$ cat src/rtl/pc_unit_pkg.sv
// pc_unit_pkg: FSM state type and default parameter values shared by the PC unit.
package pc_unit_pkg;
  typedef enum logic [1:0] {BOOT, RUN, HALTED} state_t;
  localparam int ADDR_W_DEF      = 8;
  localparam int IMM_W_DEF       = 8;
  localparam int INSTR_BYTES_DEF = 4;
  localparam int ISSUE_W_DEF     = 2;
  localparam int RAS_DEPTH_DEF   = 4;
  localparam int RESET_VEC_DEF   = 0;
endpackage

$ cat src/rtl/pc_ras.sv
// pc_ras: return-address stack as a circular buffer plus occupancy count.
// Ports: clk, rst_n (async active-low), push/pop strobes, din (address to push),
// full/empty status, top (most recently pushed entry).
// A push while full overwrites the oldest entry; a pop while empty does nothing.
module pc_ras #(
  parameter int W     = 8,
  parameter int DEPTH = 4
) (
  input  logic         clk,
  input  logic         rst_n,
  input  logic         push,
  input  logic         pop,
  input  logic [W-1:0] din,
  output logic         full,
  output logic         empty,
  output logic [W-1:0] top
);
  localparam int PW = $clog2(DEPTH);
  logic [W-1:0]  mem [DEPTH];
  logic [PW-1:0] ptr;
  logic [PW:0]   cnt;
  assign full  = cnt == (PW+1)'(DEPTH);
  assign empty = cnt == '0;
  assign top   = mem[ptr - PW'(1)];
  // ptr is the next write slot; wrapping it makes a push while full overwrite the oldest entry
  always_ff @(posedge clk or negedge rst_n)
    if (!rst_n) begin
      ptr <= '0;
      cnt <= '0;
    end else if (push) begin
      ptr <= ptr + PW'(1);
      cnt <= full ? cnt : cnt + (PW+1)'(1);
    end else if (pop && !empty) begin
      ptr <= ptr - PW'(1);
      cnt <= cnt - (PW+1)'(1);
    end
  always_ff @(posedge clk)
    if (push) mem[ptr] <= din;
endmodule

$ cat src/rtl/pc_unit.sv
// pc_unit: program counter with BOOT/RUN/HALTED control, branches and optional return-address stack.
// Ports: clk, rst_n (async active-low); controls stall, rollback, branch1, branch2,
// call, ret, immdata (signed offset in instructions), halt, resume;
// outputs pc_out, pc_valid, ras_full, ras_empty, ras_ovf, ras_unf (all registered).
// Macro PC_UNIT_RAS_EN builds in the return-address stack; without it call acts as
// branch1, ret acts as sequential and the RAS status outputs are tied off.
module pc_unit
  import pc_unit_pkg::*;
#(
  parameter int ADDR_W      = ADDR_W_DEF,
  parameter int IMM_W       = IMM_W_DEF,
  parameter int INSTR_BYTES = INSTR_BYTES_DEF,
  parameter int ISSUE_W     = ISSUE_W_DEF,
  parameter int RAS_DEPTH   = RAS_DEPTH_DEF,
  parameter int RESET_VEC   = RESET_VEC_DEF
) (
  input  logic              clk,
  input  logic              rst_n,
  input  logic              stall,
  input  logic              rollback,
  input  logic              branch1,
  input  logic              branch2,
  input  logic              call,
  input  logic              ret,
  input  logic [IMM_W-1:0]  immdata,
  input  logic              halt,
  input  logic              resume,
  output logic [ADDR_W-1:0] pc_out,
  output logic              pc_valid,
  output logic              ras_full,
  output logic              ras_empty,
  output logic              ras_ovf,
  output logic              ras_unf
);
  localparam logic [ADDR_W-1:0] IB  = ADDR_W'(INSTR_BYTES);
  localparam logic [ADDR_W-1:0] SEQ = ADDR_W'(ISSUE_W * INSTR_BYTES);
`ifdef PC_UNIT_RAS_EN
  localparam bit RAS_ON = 1'b1;
`else
  localparam bit RAS_ON = 1'b0;
`endif
  state_t            state, state_n;
  logic [ADDR_W-1:0] off, seq_pc, pc_n, top;
  logic              adv, do_call, do_ret, push, pop, full, empty, ovf_n, unf_n;
  // offset is sign-extended to PC width first, so the product wraps modulo 2^ADDR_W
  assign off     = ADDR_W'($signed(immdata)) * IB;
  assign seq_pc  = pc_out + SEQ;
  assign adv     = state == RUN && !stall && !halt;
  assign do_call = adv && !rollback && !branch1 && !branch2 && call;
  assign do_ret  = adv && !rollback && !branch1 && !branch2 && !call && ret;
  assign push    = do_call && RAS_ON;
  assign pop     = do_ret && !empty;
  assign ovf_n   = push && full;
  assign unf_n   = do_ret && empty && RAS_ON;
`ifdef PC_UNIT_RAS_EN
  pc_ras #(.W(ADDR_W), .DEPTH(RAS_DEPTH)) u_ras (
    .clk(clk), .rst_n(rst_n), .push(push), .pop(pop), .din(seq_pc),
    .full(full), .empty(empty), .top(top)
  );
`else
  assign full  = 1'b0;
  assign empty = 1'b1;
  assign top   = '0;
`endif
  assign ras_full  = full;
  assign ras_empty = empty;
  always_comb begin
    state_n = state;
    if (state == BOOT) state_n = RUN;
    else if (!stall && state == RUN && halt) state_n = HALTED;
    else if (!stall && state == HALTED && resume && !halt) state_n = RUN;
    pc_n = rollback ? pc_out + IB :
           (branch1 || (!branch2 && call)) ? pc_out + off :
           branch2 ? pc_out + off + IB :
           pop ? top : seq_pc;
  end
  always_ff @(posedge clk or negedge rst_n)
    if (!rst_n) begin
      state    <= BOOT;
      pc_out   <= ADDR_W'(RESET_VEC);
      pc_valid <= 1'b0;
      ras_ovf  <= 1'b0;
      ras_unf  <= 1'b0;
    end else begin
      state    <= state_n;
      pc_valid <= state_n == RUN;
      ras_ovf  <= ovf_n;
      ras_unf  <= unf_n;
      if (adv) pc_out <= pc_n;
    end
endmodule

$ cat config.mk
export PLATFORM = sky130hd
export DESIGN_NAME = pc_unit
export DESIGN_NICKNAME = d
export VERILOG_FILES = /design/src/rtl/pc_unit_pkg.sv /design/src/rtl/pc_ras.sv /design/src/rtl/pc_unit.sv
export SDC_FILE = /design/constraint.sdc
export NUM_CORES = 1
export LEC_CHECK = 0
export CORE_AREA = 3 3 51 53
export DETAILED_ROUTE_END_ITERATION = 12
export DIE_AREA = 0 0 54 56
export GPL_ROUTABILITY_DRIVEN = 0
export PLACE_DENSITY = 0.82
export RECOVER_POWER = 50
export SYNTH_ARGS = -nofsm -noshare
export SYNTH_HDL_FRONTEND = slang
export SYNTH_SLANG_ARGS = --single-unit
export TNS_END_PERCENT = 30
$ cat constraint.sdc
create_clock -name clk -period 2.57 [get_ports clk]
set_clock_uncertainty 0.05 [all_clocks]
set_input_delay 0.514 -clock clk [delete_from_list [all_inputs] [get_ports clk]]
set_output_delay 0.514 -clock clk [all_outputs]
set_load 0.005 [all_outputs]
==> out/metrics.yaml <==
hold_class: "flip-flop to flip-flop"
cp_max_fo: 3
track_usage_pct: 18.10
post_cts_buffers: 0
dp_hpwl_um: 2041
fin_crit_ns: 2.517
synth.distinct_cells: 42
setup_viol: 0
p_sw_uw: 670.7
worstSetupPathType: "input pin to flip-flop"
tritoncts: "yes"
io_buffers: 21
grt_use_met3_pct: 1.877
wl_per_cell_um: 13.09
reg2reg_depth: 8
fp.coreArea_um2: 2191
p_per_area_nw_per_um2: 1088
grt_pass1_wl_um: 4181
fmax_mhz: 397.3
via_per_inst: 5.497
die_area_um2: 3024
htreeDepth: 1
postCtsHoldBufs: 0
vdd_drop_max_mv: 0.6100
slew_violations: 0
diodes: 0
die_w_um: 54
crit_required_ns: 2.71
power.leakage_nw: 0.5892
async_reset_ff_share_pct: 100.0
cts_sinks: 9
io_pins: 31
firstDrtPassIters: 4
ys_ff_latch: 9
wl_um: 2500
regArea_um2: 225.2
drc: 0
first_global_vias: 1031
numCtsBuffers: 3
arrival_ns: 2.65
hold_viol: 0
synth_flop_cell: "dfrtp_1"
die_h_um: 56
clock_path_buffers: 2
ys_warn_count: 0
status: "finished, final reports clean"
root_buffer: "clkbuf_4"
switching_share_pct: 43.75
p_int_uw: 862.3
grt_start_max_net_pins: 13
critPathCaptureType: "flip-flop"
nNetsFinal: 191
power_frac_seq_pct: 20.7
multiInputGateArea_um2: 792.0
syn-cell-area_um2: 1023
drtAntennaViolNets: 0
grtUsageMet1_pct: 21.85
syn2layout_area_growth_pct: 37.65
setup_tns_ns: 0
fp-row-count: 17
fin_ws_ns: 0.05303
grt-ovfl-total: 0
holdPathStages: 1
fin_crit_sh_pct: 97.94
clock_latency_ns: 0.26
syn_inst: 128
dpl_worst_slack_ns: -0.3231
path_clk_slew_ns: 0.06
startpoint_type: "input pin"
synth_enable_flop_cells: 0
initialDrtViolationCount: 24
grt_antenna_before_repair: 0
fillers: 206
drive_gt1_share_pct: 20.86
grt_use_met2_pct: 31.49
rsz0062_at_grt: "yes"
via_count: 1050
combPwrFrac_pct: 72.2
grt_busiest_layer: "met2"
initial_core_util_pct: 46.72
syn_area_per_cell_um2: 7.996
yosysSeqAreaShare_pct: 22.00
maxCapViolations: 0
pwr-share-clk_pct: 7.1
power_mw: 1.533
## repair_timing
action                     4_1_cts  5_1_grt
resized for setup                2        7
setup endpoints to repair        2        3
cloned                           0        0
## routing by layer
layer  part of all wire (%)  vias to the layer above
li1                       -                      526
met1                     42                      486
met2                     50                       35
met3                    6.6                        3
met4                    1.2                        0
met5                      0                        -
## critical path, cell delays in order
cell,delay (ns)
clkdlybuf4s50_1,0.41
ha_2,0.20
fa_2,0.35
a211oi_2,0.23
nor2_1,0.08
xor2_1,0.16
or3_1,0.31
mux2_2,0.27
a21oi_2,0.12
## cells by family after synthesis
kind of cell,count (synthesis),share of synthesized area [%]
muxes,2,2.200
and+or+nand+nor,53,26.53
xor gates and xnor gates,7,6.724
buffers and inverters,11,6.357
other,2,0.7338
DFF,9,22.01
adders and majority gates,9,11.74
AOI/OAI and AO/OA,35,23.71
## registers in the layout (all words and copies together) (netlist names)
name and cells:
pc_out 6, state 2, pc_valid 1
## layout by cell type (no fill, tap or decap), types with 2 or more instances in the layout
cell type,netlist,routed
buf_4,6,15
nor3_1,3,3
a211oi_2,1,2
xor2_2,1,2
clkdlybuf4s50_1,0,19
a21oi_1,9,7
xnor2_1,2,2
nand3_1,7,7
a21o_1,3,3
clkbuf_4,0,3
o21ai_0,7,7
dfrtp_1,9,9
a21oi_2,0,2
dlygate4sd3_1,0,2
or3_1,2,2
ha_1,8,7
nand4_1,3,3
and3_1,3,3
o21bai_1,2,2
nor2_1,18,18
xor2_1,4,3
nand2_1,7,7
nor2b_1,4,4
inv_1,2,2
o22ai_1,2,2
conb_1,2,6
## final timing paths
kind,endpoint,slack (ns),startpoint
max,pc_out[6],0.05,immdata[0]
min,pc_valid,0.53,state[1]
max reg2reg,pc_out[6],0.33,pc_out[2]
min reg2reg,pc_valid,0.53,state[1]
max in group asynchronous,pc_out[6],1.61,rst_n
min in group asynchronous,pc_out[5],0.57,rst_n
## cells in the mapped netlist (2+ instances only)
| library cell | number | area share (%) |
|---|---|---|
| nand4_1 | 3 | 1.8 |
| ha_1 | 8 | 9.8 |
| a21o_1 | 3 | 2.2 |
| buf_4 | 6 | 4.4 |
| clkbuf_1 | 2 | 0.73 |
| or3_1 | 2 | 1.2 |
| o21bai_1 | 2 | 1.5 |
| dfrtp_1 | 9 | 22 |
| a21oi_1 | 9 | 4.4 |
| conb_1 | 2 | 0.73 |
| xor2_1 | 4 | 3.4 |
| a211oi_1 | 3 | 2.2 |
| nand3_1 | 7 | 3.4 |
| nor2_1 | 18 | 6.6 |
| and3_1 | 3 | 1.8 |
| o21ai_0 | 7 | 3.4 |
| xnor2_1 | 2 | 1.7 |
| inv_1 | 2 | 0.73 |
| o22ai_1 | 2 | 1.2 |
| nor3_1 | 3 | 1.5 |
| nor2b_1 | 4 | 2.4 |
| nand2_1 | 7 | 2.6 |
## power groups by stage
stage               registers [mW]  logic, mW  clock network (mW)
floorplan                    0.299      0.605                   0
global placement             0.311      0.998                   0
detailed placement           0.320       1.03                   0
CTS                          0.318       1.05               0.114
global route                 0.333       1.23               0.123
finish                       0.318       1.11               0.108
## area by class of cell
type                            count  share of cell area [%]
Tap cell                           28                   2.487
Inverter                            2                  0.5329
Sequential cell                     9                   15.99
Timing Repair Buffer               36                   22.91
Clock buffer                        4                   1.865
Multi-Input combinational cell    112                   56.22
## per-stage QoR
step                      instance area (um2)  util (%)  cells  hold WS (ns)
after floorplan                          1039         -    132        0.1684
after global placement                   1339     61.11    187        0.4961
after detailed placement                 1339     61.11    187        0.5241
after CTS                                1373     62.65    191        0.5091
after global routing                     1409     64.31    191        0.5768
final                                    1409     64.31    191        0.5308
(Power assumes the default switching activity.)
